==> config.mk <==
export PLATFORM = sky130hd
export DESIGN_NAME = hazard_ctrl
export DESIGN_NICKNAME = d
export VERILOG_FILES = /design/src/rtl/hazard_ctrl_pkg.sv /design/src/rtl/hazard_ctrl_dmem_handshake.sv /design/src/rtl/hazard_ctrl.sv
export SDC_FILE = /design/constraint.sdc
export NUM_CORES = 1
export LEC_CHECK = 0
export ABC_CLOCK_PERIOD_IN_PS = 5300
export BUFFER_PORTS_ARGS = -buffer_cell sky130_fd_sc_hd__buf_2
export CAP_MARGIN = 40
export CORE_UTILIZATION = 35
export CTS_CLUSTER_SIZE = 30
export DETAILED_ROUTE_END_ITERATION = 10
export PLACE_DENSITY = 0.65
export SETUP_SLACK_MARGIN = 0.4
export SYNTH_ARGS = -nofsm -noshare
export SYNTH_HDL_FRONTEND = slang
export SYNTH_SLANG_ARGS = --single-unit
==> constraint.sdc <==
create_clock -name clk -period 5.3 [get_ports clk]
set_input_delay 0.795 -clock clk [delete_from_list [all_inputs] [get_ports clk]]
set_output_delay 0.795 -clock clk [all_outputs]
set_load 0.02 [all_outputs]
==> src/rtl/hazard_ctrl_pkg.sv <==
// Shared definitions for the pipeline sequencing controller: memory FSM
// encodings, register-file constants and the pipeline control bundle.
package hazard_ctrl_pkg;

  typedef enum logic {
    MEMST_IDLE = 1'b0,
    MEMST_BUSY = 1'b1
  } memst_e;

  localparam logic [4:0] REG_ZERO     = 5'd0;
  localparam int         LENGTH_DEF   = 32;
  localparam int         WAIT_CNT_W   = 8;
  localparam int         WAIT_MAX_DEF = 15;

  // Enables and flushes for the PC and the four pipeline registers.
  typedef struct packed {
    logic pc_en;
    logic ifid_en;
    logic idex_en;
    logic exmem_en;
    logic memwb_en;
    logic ifid_flush;
    logic idex_flush;
    logic exmem_flush;
    logic pc_src;
  } pipe_ctl_t;

  // A load in ID/EX whose destination feeds an operand of the ID instruction.
  function automatic logic load_use_hit(input logic       memread,
                                        input logic [4:0] dst,
                                        input logic [4:0] rs,
                                        input logic [4:0] rt);
    return memread && (dst != REG_ZERO) && ((dst == rs) || (dst == rt));
  endfunction

endpackage

==> src/rtl/hazard_ctrl_dmem_handshake.sv <==
// Data-memory request/acknowledge handshake for the load or store in EX/MEM,
// with a bounded wait and a sticky timeout flag.
module dmem_handshake
  import hazard_ctrl_pkg::*;
#(
  parameter int WAIT_MAX = WAIT_MAX_DEF
) (
  input  logic   clk,
  input  logic   rst_i,
  input  logic   exmem_memread_i,
  input  logic   exmem_memwrite_i,
  input  logic   dmem_ack_i,
  output logic   dmem_req_o,
  output logic   mem_err_o,
  output logic   mem_stall_o,
  output memst_e state_o
);

  localparam logic [WAIT_CNT_W-1:0] WAIT_LAST = WAIT_CNT_W'(WAIT_MAX - 1);

  memst_e                state_q, state_d;
  logic [WAIT_CNT_W-1:0] wait_cnt_q, wait_cnt_d;
  logic                  dmem_req_q, dmem_req_d;
  logic                  mem_err_q, mem_err_d;
  logic                  mem_op;

  assign mem_op = exmem_memread_i | exmem_memwrite_i;

  always_comb begin
    state_d     = state_q;
    wait_cnt_d  = wait_cnt_q;
    dmem_req_d  = dmem_req_q;
    mem_err_d   = mem_err_q;
    mem_stall_o = 1'b0;
    case (state_q)
      MEMST_IDLE: begin
        if (mem_op) begin
          state_d     = MEMST_BUSY;
          dmem_req_d  = 1'b1;
          wait_cnt_d  = '0;
          mem_stall_o = 1'b1;
        end
      end
      MEMST_BUSY: begin
        if (dmem_ack_i) begin
          state_d    = MEMST_IDLE;
          dmem_req_d = 1'b0;
        end else if (wait_cnt_q == WAIT_LAST) begin
          // Last allowed BUSY cycle: give up and let the instruction retire.
          state_d    = MEMST_IDLE;
          dmem_req_d = 1'b0;
          mem_err_d  = 1'b1;
        end else begin
          wait_cnt_d  = wait_cnt_q + WAIT_CNT_W'(1);
          mem_stall_o = 1'b1;
        end
      end
      default: state_d = MEMST_IDLE;
    endcase
  end

  always_ff @(posedge clk) begin
    if (!rst_i) begin
      state_q    <= MEMST_IDLE;
      wait_cnt_q <= '0;
      dmem_req_q <= 1'b0;
      mem_err_q  <= 1'b0;
    end else begin
      state_q    <= state_d;
      wait_cnt_q <= wait_cnt_d;
      dmem_req_q <= dmem_req_d;
      mem_err_q  <= mem_err_d;
    end
  end

  assign dmem_req_o = dmem_req_q;
  assign mem_err_o  = mem_err_q;
  assign state_o    = state_q;

endmodule

==> src/rtl/hazard_ctrl.sv <==
// Pipeline sequencing controller: memory wait > taken branch > load-use.
// Define HAZARD_PERF_CNT_EN to add the stall/flush/memory cycle counters.
module hazard_ctrl
  import hazard_ctrl_pkg::*;
#(
  parameter int LENGTH   = LENGTH_DEF,
  parameter int WAIT_MAX = WAIT_MAX_DEF
) (
  input  logic       clk,
  input  logic       rst,
  input  logic [4:0] id_rs,
  input  logic [4:0] id_rt,
  input  logic       idex_memread,
  input  logic [4:0] idex_dst,
  input  logic       exmem_memread,
  input  logic       exmem_memwrite,
  input  logic       exmem_branch,
  input  logic       exmem_zero,
  input  logic       dmem_ack,
  output logic       dmem_req,
  output logic       pc_en,
  output logic       ifid_en,
  output logic       idex_en,
  output logic       exmem_en,
  output logic       memwb_en,
  output logic       ifid_flush,
  output logic       idex_flush,
  output logic       exmem_flush,
  output logic       pc_src,
`ifdef HAZARD_PERF_CNT_EN
  output logic [LENGTH-1:0] stall_cycles,
  output logic [LENGTH-1:0] flush_events,
  output logic [LENGTH-1:0] mem_cycles,
`endif
  output logic       mem_err
);

  memst_e    mem_state;
  logic      mem_stall;
  logic      br_taken;
  logic      load_use;
  pipe_ctl_t ctl;

  dmem_handshake #(.WAIT_MAX(WAIT_MAX)) u_dmem (
    .clk              (clk),
    .rst_i            (rst),
    .exmem_memread_i  (exmem_memread),
    .exmem_memwrite_i (exmem_memwrite),
    .dmem_ack_i       (dmem_ack),
    .dmem_req_o       (dmem_req),
    .mem_err_o        (mem_err),
    .mem_stall_o      (mem_stall),
    .state_o          (mem_state)
  );

  // Effective hazards: each is masked by everything above it in priority.
  assign br_taken = rst & ~mem_stall & exmem_branch & exmem_zero;
  assign load_use = rst & ~mem_stall & ~br_taken &
                    load_use_hit(idex_memread, idex_dst, id_rs, id_rt);

  always_comb begin
    ctl = '0;
    if (!rst || mem_stall) begin
      ctl = '0;
    end else if (br_taken) begin
      ctl = '1;
    end else if (load_use) begin
      ctl.idex_en    = 1'b1;
      ctl.exmem_en   = 1'b1;
      ctl.memwb_en   = 1'b1;
      ctl.idex_flush = 1'b1;
    end else begin
      ctl.pc_en    = 1'b1;
      ctl.ifid_en  = 1'b1;
      ctl.idex_en  = 1'b1;
      ctl.exmem_en = 1'b1;
      ctl.memwb_en = 1'b1;
    end
  end

  assign pc_en       = ctl.pc_en;
  assign ifid_en     = ctl.ifid_en;
  assign idex_en     = ctl.idex_en;
  assign exmem_en    = ctl.exmem_en;
  assign memwb_en    = ctl.memwb_en;
  assign ifid_flush  = ctl.ifid_flush;
  assign idex_flush  = ctl.idex_flush;
  assign exmem_flush = ctl.exmem_flush;
  assign pc_src      = ctl.pc_src;

  // The request line is exactly the BUSY state seen from outside.
  a_req_tracks_busy: assert property (@(posedge clk) disable iff (!rst)
    (mem_state == MEMST_BUSY) == dmem_req);

`ifdef HAZARD_PERF_CNT_EN
  logic [LENGTH-1:0] stall_cycles_q, flush_events_q, mem_cycles_q;

  always_ff @(posedge clk) begin
    if (!rst) begin
      stall_cycles_q <= '0;
      flush_events_q <= '0;
      mem_cycles_q   <= '0;
    end else begin
      if (mem_stall || load_use) stall_cycles_q <= stall_cycles_q + LENGTH'(1);
      if (br_taken)              flush_events_q <= flush_events_q + LENGTH'(1);
      if (mem_state == MEMST_BUSY) mem_cycles_q <= mem_cycles_q + LENGTH'(1);
    end
  end

  assign stall_cycles = stall_cycles_q;
  assign flush_events = flush_events_q;
  assign mem_cycles   = mem_cycles_q;
`endif

endmodule
==> results of run 1 <==
[worst paths after layout]
kind / from / endpoint / slack [ps] / cells past startpoint
worst max-delay path: u_dmem.wait_cnt_q[0]$_SDFFE_PN0P_ / ifid_en / 2530 / 7
worst min-delay path: u_dmem.mem_err_o$_SDFFE_PN0P_ / u_dmem.mem_err_o$_SDFFE_PN0P_ / 460 / 1
worst max register to register: u_dmem.wait_cnt_q[0]$_SDFFE_PN0P_ / u_dmem.wait_cnt_q[7]$_SDFFE_PN0P_ / 3350 / 6
worst min register to register: u_dmem.mem_err_o$_SDFFE_PN0P_ / u_dmem.mem_err_o$_SDFFE_PN0P_ / 460 / 1
[metal layers]
layer	track usage, %	vias up	share of wire, %
met1	17.91	339	45
met5	0	-	0
met2	23.51	15	49
li1	-	389	-
met4	5.000	0	0.83
met3	6.792	2	4.2
[power groups by stage]
stage | Clock, W | Sequential, W | Combinational, W
floorplan | 0 | 0.0000893 | 0.0000264
global placement | 0 | 0.0000887 | 0.0000417
detailed placement | 0 | 0.0000887 | 0.0000421
CTS | 0.0000588 | 0.0000868 | 0.0000422
global route | 0.0000661 | 0.0000873 | 0.0000469
finish | 0.0000565 | 0.0000869 | 0.0000416
[worst register-to-register path, delay by kind of cell, from the launching register on]
family                     cells  cell delay (ps)
and+or+nand+nor                2              710
AOI/OAI and AO/OA              2              540
DFF                            1              370
adders and majority gates      1              200
buffers and inverters          1               70
[state kept, by name, summed over array words and instances, names as in the netlist]
signal,flops
u_dmem.mem_err_o,1
u_dmem.wait_cnt_q,8
u_dmem.dmem_req_o,1
u_dmem.state_o,1
[kinds of logic after synthesis]
group	count (synthesis)
and+or+nand+nor	39
AOI/OAI and AO/OA	21
DFF	11
xor gates and xnor gates	10
buffers and inverters	10
adders and majority gates	2
[synthesized netlist by cell type, types with 2 or more instances]
| cell | n | area [um^2] |
|---|---|---|
| nand4_1 | 3 | 18.77 |
| ha_1 | 2 | 25.02 |
| a21oi_1 | 8 | 40.04 |
| nand3_1 | 2 | 10.01 |
| nand2_1 | 9 | 33.78 |
| inv_1 | 4 | 15.01 |
| nor3_1 | 3 | 15.01 |
| and2_1 | 2 | 12.51 |
| or3_1 | 5 | 31.28 |
| or4_1 | 2 | 15.01 |
| o21a_1 | 2 | 15.01 |
| o21ai_0 | 5 | 25.02 |
| dfxtp_1 | 11 | 220.2 |
| buf_4 | 5 | 37.54 |
| nor2_1 | 8 | 30.03 |
| xor2_1 | 10 | 87.58 |
[area by class of cell]
class	count	area [um^2]
clock buffers	4	26.28
fillers	222	1044
inverters	4	15.01
multi-input cells	72	457.9
flip-flops and latches	11	220.2
well taps	27	33.78
repair buffers	33	165.2
[metrics by stage]
stage,util (%),setup slack [ps]
3_5_place_dp,45.47,2544
5_1_grt,46.81,2365
2_1_floorplan,-,2609
4_1_cts,46.81,2507
3_3_place_gp,45.47,2546
6_report,46.81,2527
==> flow_summary.yaml, run 1 <==
yosys:
  synth-adder-area-share_pct: 3.407
  yosys_warnings: 0
  syn_area_per_cell_um2: 7.897
  yosys_most_used_dff: "dfxtp_1"
  synthArstFlopShare_pct: 0
  synth_nets: 118
  synth_cell_type_count: 28
  synthMuxAreaShare_pct: 0
  synth-edff-count: 0
  syn_area_um2: 734.5
  synth-simple-area-share_pct: 28.62
  ys_seq_area_share_pct: 29.98
  syn_inst: 93
  synth-xor-area-share_pct: 11.93
  synth-compound-area-share_pct: 18.40
  ys_seq_elements: 11
  synth_top_family_by_area: "simple AND/OR/NAND/NOR gates"
clocking:
  cts_setup_buffers: 0
  postCtsHoldBufs: 0
  cts_root_buffer: "clkbuf_4"
  clk_latency_ps: 270
  cts_buffer_depth: 2
  clkTransAtPathRegs_ps: 60
  clock-sinks: 11
  cts_resized: 0
  cts_tree: "done"
  h-tree-depth: 1
  cts_made_buffers: 3
final_layout:
  layout_common_cells: "buf_2, dfxtp_1, xor2_1"
  insertedDiodeCount: 0
  final_cells: 151
  drive_above_1_share_pct: 33.06
  finalInstanceArea_um2: 918.4
  synthToLayoutAreaGrowth_pct: 25.04
  fin_nets: 150
  layout.cells.most_common: "buf_2"
global_routing:
  grt_pass1_wl_um: 2346
  grt_start_max_net_pins: 19
  antenna_found_initial: 0
  globalRoute.totalOverflow: 0
  track_usage_pct: 14.89
  grt_pass1_vias: 586
place:
  placed_area_um2: 892.1
  hpwlAfterDp_um: 1205
  dp.cells: 147
  globalplace.congestion: 0.7685
  port_buffers: 33
worst_setup_path:
  cp_top_family: "compound AO/OA/AOI/OAI gates"
  crit_chain: "inv_1, ha_1, and4b_4, a211o_4, nand2_1, o21ba_2, buf_2"
  worstSetupEndpointType: "output port"
  critPathMaxFanout: 18
  path_class: "reg2out"
  cp-start-kind: "register"
  crit_buf_inv: 2
  cp_data_arrival_time_ps: 1980
  cp_slowest_stage_delay_ps: 400
  cp_slowest_cell: "a211o_4"
  required_ps: 4510
timing:
  timing.final.crit_share_pct: 52.31
  rsz0062_at_grt: "false"
  slew_headroom_pct: 71.44
  worst_slew_pin_slew_ps: 422.5
  setup_tns_ps: 0
  finalHoldViolCount: 0
  fmax_mhz: 360.7
  slew_viol_final: 0
  finalCriticalPeriod_ps: 2773
  fin_skew_ps: 4.993
  finalSetupViolCount: 0
  timing.hold.ws_ps: 460.1
power_and_ir_drop:
  seqPwrFrac_pct: 47.0
  p_int_w: 0.0001323
  switching_share_pct: 28.45
  p_switching_w: 0.00005262
  clkPwrFrac_pct: 30.5
  power.density_nw_per_um2: 201.4
  combPwrFrac_pct: 22.5
  ir_worst_vdd_mv: 0.1945
  power.total_w: 0.0001849
  p_leak_nw: 0.4045
drt:
  vias: 745
  vias_per_cell: 4.934
  firstDrtPassIters: 4
  drtIter0Drc: 15
  ant_nets: 0
  drcViolationCount: 0
  wire_per_inst_um: 9.576
  wirelength_um: 1446
min_path:
  worstHoldPathType: "reg2reg"
die:
  core_area_um2: 1962
  io_pins: 34
  rows: 16
  die_y_um: 47.81
  dieArea_um2: 2286
  die_w_um: 47.81
  initial_core_util_pct: 37.44
status:
  status: "complete, no violations"
run:
  maxCapViolations: 0
Power figures use the tool's default switching activity.
==> run 2: changes to the inputs <==
--- a/config.mk
+++ b/config.mk
@@ -5,7 +5,7 @@
 export SDC_FILE = /design/constraint.sdc
 export NUM_CORES = 1
 export LEC_CHECK = 0
-export ABC_CLOCK_PERIOD_IN_PS = 5300
+export ABC_CLOCK_PERIOD_IN_PS = 2700
 export BUFFER_PORTS_ARGS = -buffer_cell sky130_fd_sc_hd__buf_2
 export CAP_MARGIN = 40
 export CORE_UTILIZATION = 35
==> constraint.sdc (replaced) <==
create_clock -name clk -period 2.7 [get_ports clk]
set_input_delay 0.405 -clock clk [delete_from_list [all_inputs] [get_ports clk]]
set_output_delay 0.405 -clock clk [all_outputs]
set_load 0.02 [all_outputs]
==> flow_summary.yaml, run 2 (same netlist as run 1, synthesis figures left out) <==
status:
  status: "complete, no violations"
power_and_ir_drop:
  p_leak_nw: 0.4131
  ir_worst_vdd_mv: 0.2693
  combPwrFrac_pct: 22.8
  seqPwrFrac_pct: 45.8
  p_int_w: 0.0002622
  switching_share_pct: 29.75
  p_switching_w: 0.0001110
  clkPwrFrac_pct: 31.4
  power.density_nw_per_um2: 398.7
drt:
  drcViolationCount: 0
  ant_nets: 0
  wirelength_um: 1542
  vias_per_cell: 4.882
  wire_per_inst_um: 10.14
  drtIter0Drc: 5
  vias: 742
  firstDrtPassIters: 5
global_routing:
  antenna_found_initial: 0
  track_usage_pct: 15.26
  grt_pass1_wl_um: 2428
  globalRoute.totalOverflow: 0
  grt_pass1_vias: 595
  grt_start_max_net_pins: 17
worst_setup_path:
  path_class: "reg2out"
  worstSetupEndpointType: "output port"
  cp-start-kind: "register"
  critPathMaxFanout: 4
  crit_buf_inv: 2
  required_ps: 2300
  crit_chain: "inv_1, ha_1, and4b_4, a211o_4, nand2_2, o21ba_2, buf_2"
  cp_slowest_cell: "dfxtp_2"
  cp_top_family: "compound AO/OA/AOI/OAI gates"
  cp_slowest_stage_delay_ps: 360
  cp_data_arrival_time_ps: 1800
place:
  globalplace.congestion: 0.7542
  port_buffers: 33
  dp.cells: 147
  place_ws_ps: 595.1
  hpwlAfterDp_um: 1221
die:
  io_pins: 34
  core_area_um2: 1962
  rows: 16
  die_w_um: 47.81
  initial_core_util_pct: 37.44
  die_y_um: 47.81
  dieArea_um2: 2286
timing:
  fin_skew_ps: 4.847
  slew_headroom_pct: 80.78
  worst_slew_pin_slew_ps: 287.5
  setup_slack_ps: 492.1
  setup_tns_ps: 0
  finalHoldViolCount: 0
  rsz0062_at_grt: "false"
  slew_viol_final: 0
  timing.final.crit_share_pct: 81.77
  timing.hold.ws_ps: 408.6
  finalCriticalPeriod_ps: 2208
  finalSetupViolCount: 0
  fmax_mhz: 452.9
clocking:
  clock-sinks: 11
  cts_tree: "done"
  postCtsHoldBufs: 0
  cts_root_buffer: "clkbuf_4"
  cts_made_buffers: 3
  cts_buffer_depth: 2
  h-tree-depth: 1
  clkTransAtPathRegs_ps: 70
  clk_latency_ps: 270
final_layout:
  largest_reg_flops: 8
  insertedDiodeCount: 0
  largest-register: "u_dmem.wait_cnt_q"
  drive_above_1_share_pct: 36.00
  final_cells: 152
  layout_common_cells: "buf_2, xor2_1, dfxtp_1"
  fin_nets: 151
  layout.cells.most_common: "buf_2"
  synthToLayoutAreaGrowth_pct: 27.43
min_path:
  worstHoldPathType: "in2reg"
run:
  maxCapViolations: 0
==> run 2: stage by stage <==
stage | total power [W] | utilization, % | cell area (um^2)
after floorplan | 0.0002271 | - | 734.5
after global placement | 0.0002555 | 45.47 | 892.1
after detailed placement | 0.0002573 | 45.47 | 892.1
after CTS | 0.0003758 | 47.70 | 935.9
after global routing | 0.0003940 | 47.70 | 935.9
final | 0.0003732 | 47.70 | 935.9
==> run 2: worst paths after layout <==
kind,slack (ps),start,depth (start not counted),end
max,490,u_dmem.wait_cnt_q[0]$_SDFFE_PN0P_,7,pc_en
min,410,rst,2,u_dmem.mem_err_o$_SDFFE_PN0P_
max reg2reg,690,u_dmem.wait_cnt_q[0]$_SDFFE_PN0P_,7,u_dmem.wait_cnt_q[7]$_SDFFE_PN0P_
min reg2reg,460,u_dmem.mem_err_o$_SDFFE_PN0P_,1,u_dmem.mem_err_o$_SDFFE_PN0P_
==> run 2: what timing repair did <==
action | 4_1_cts | 5_1_grt
gates resized for setup | 3 | 0
setup endpoints to repair | 9 | 0
endpoints found under the hold margin | 0 | 0
buffers inserted | 1 | 0
==> run 2: cell type report <==
type	instances	area, um^2
Inverter	4	15.01
Tap cell	27	33.78
Clock buffer	4	26.28
Multi-Input combinational cell	72	466.7
Timing Repair Buffer	34	172.7
Sequential cell	11	221.5
Fill cell	215	1026
==> run 2: worst register-to-register path, delay by kind of cell (launching register included) <==
| family | cells | cell delay, ps |
|---|---|---|
| and+or+nand+nor | 2 | 690 |
| AOI/OAI and AO/OA | 2 | 470 |
| DFF | 1 | 360 |
| buffers and inverters | 2 | 240 |
| adders and majority gates | 1 | 190 |
==> run 2: metal layers <==
layer | part of all wire [%] | GRT usage (%) | up-vias
met2 | 49 | 22.97 | 18
met1 | 46 | 19.04 | 336
met4 | 1.2 | 7.778 | 0
met5 | 0 | 0 | -
met3 | 4.3 | 5.660 | 2
li1 | - | - | 386
==> run 2: power by group through the flow <==
stage,Sequential [W],Clock [W],Combinational [W]
after floorplan,0.000175,0,0.0000519
after global routing,0.000172,0.000128,0.0000945
after CTS,0.000171,0.000119,0.0000862
final,0.000171,0.000117,0.0000851
after detailed placement,0.000174,0,0.0000828
after global placement,0.000174,0,0.0000816
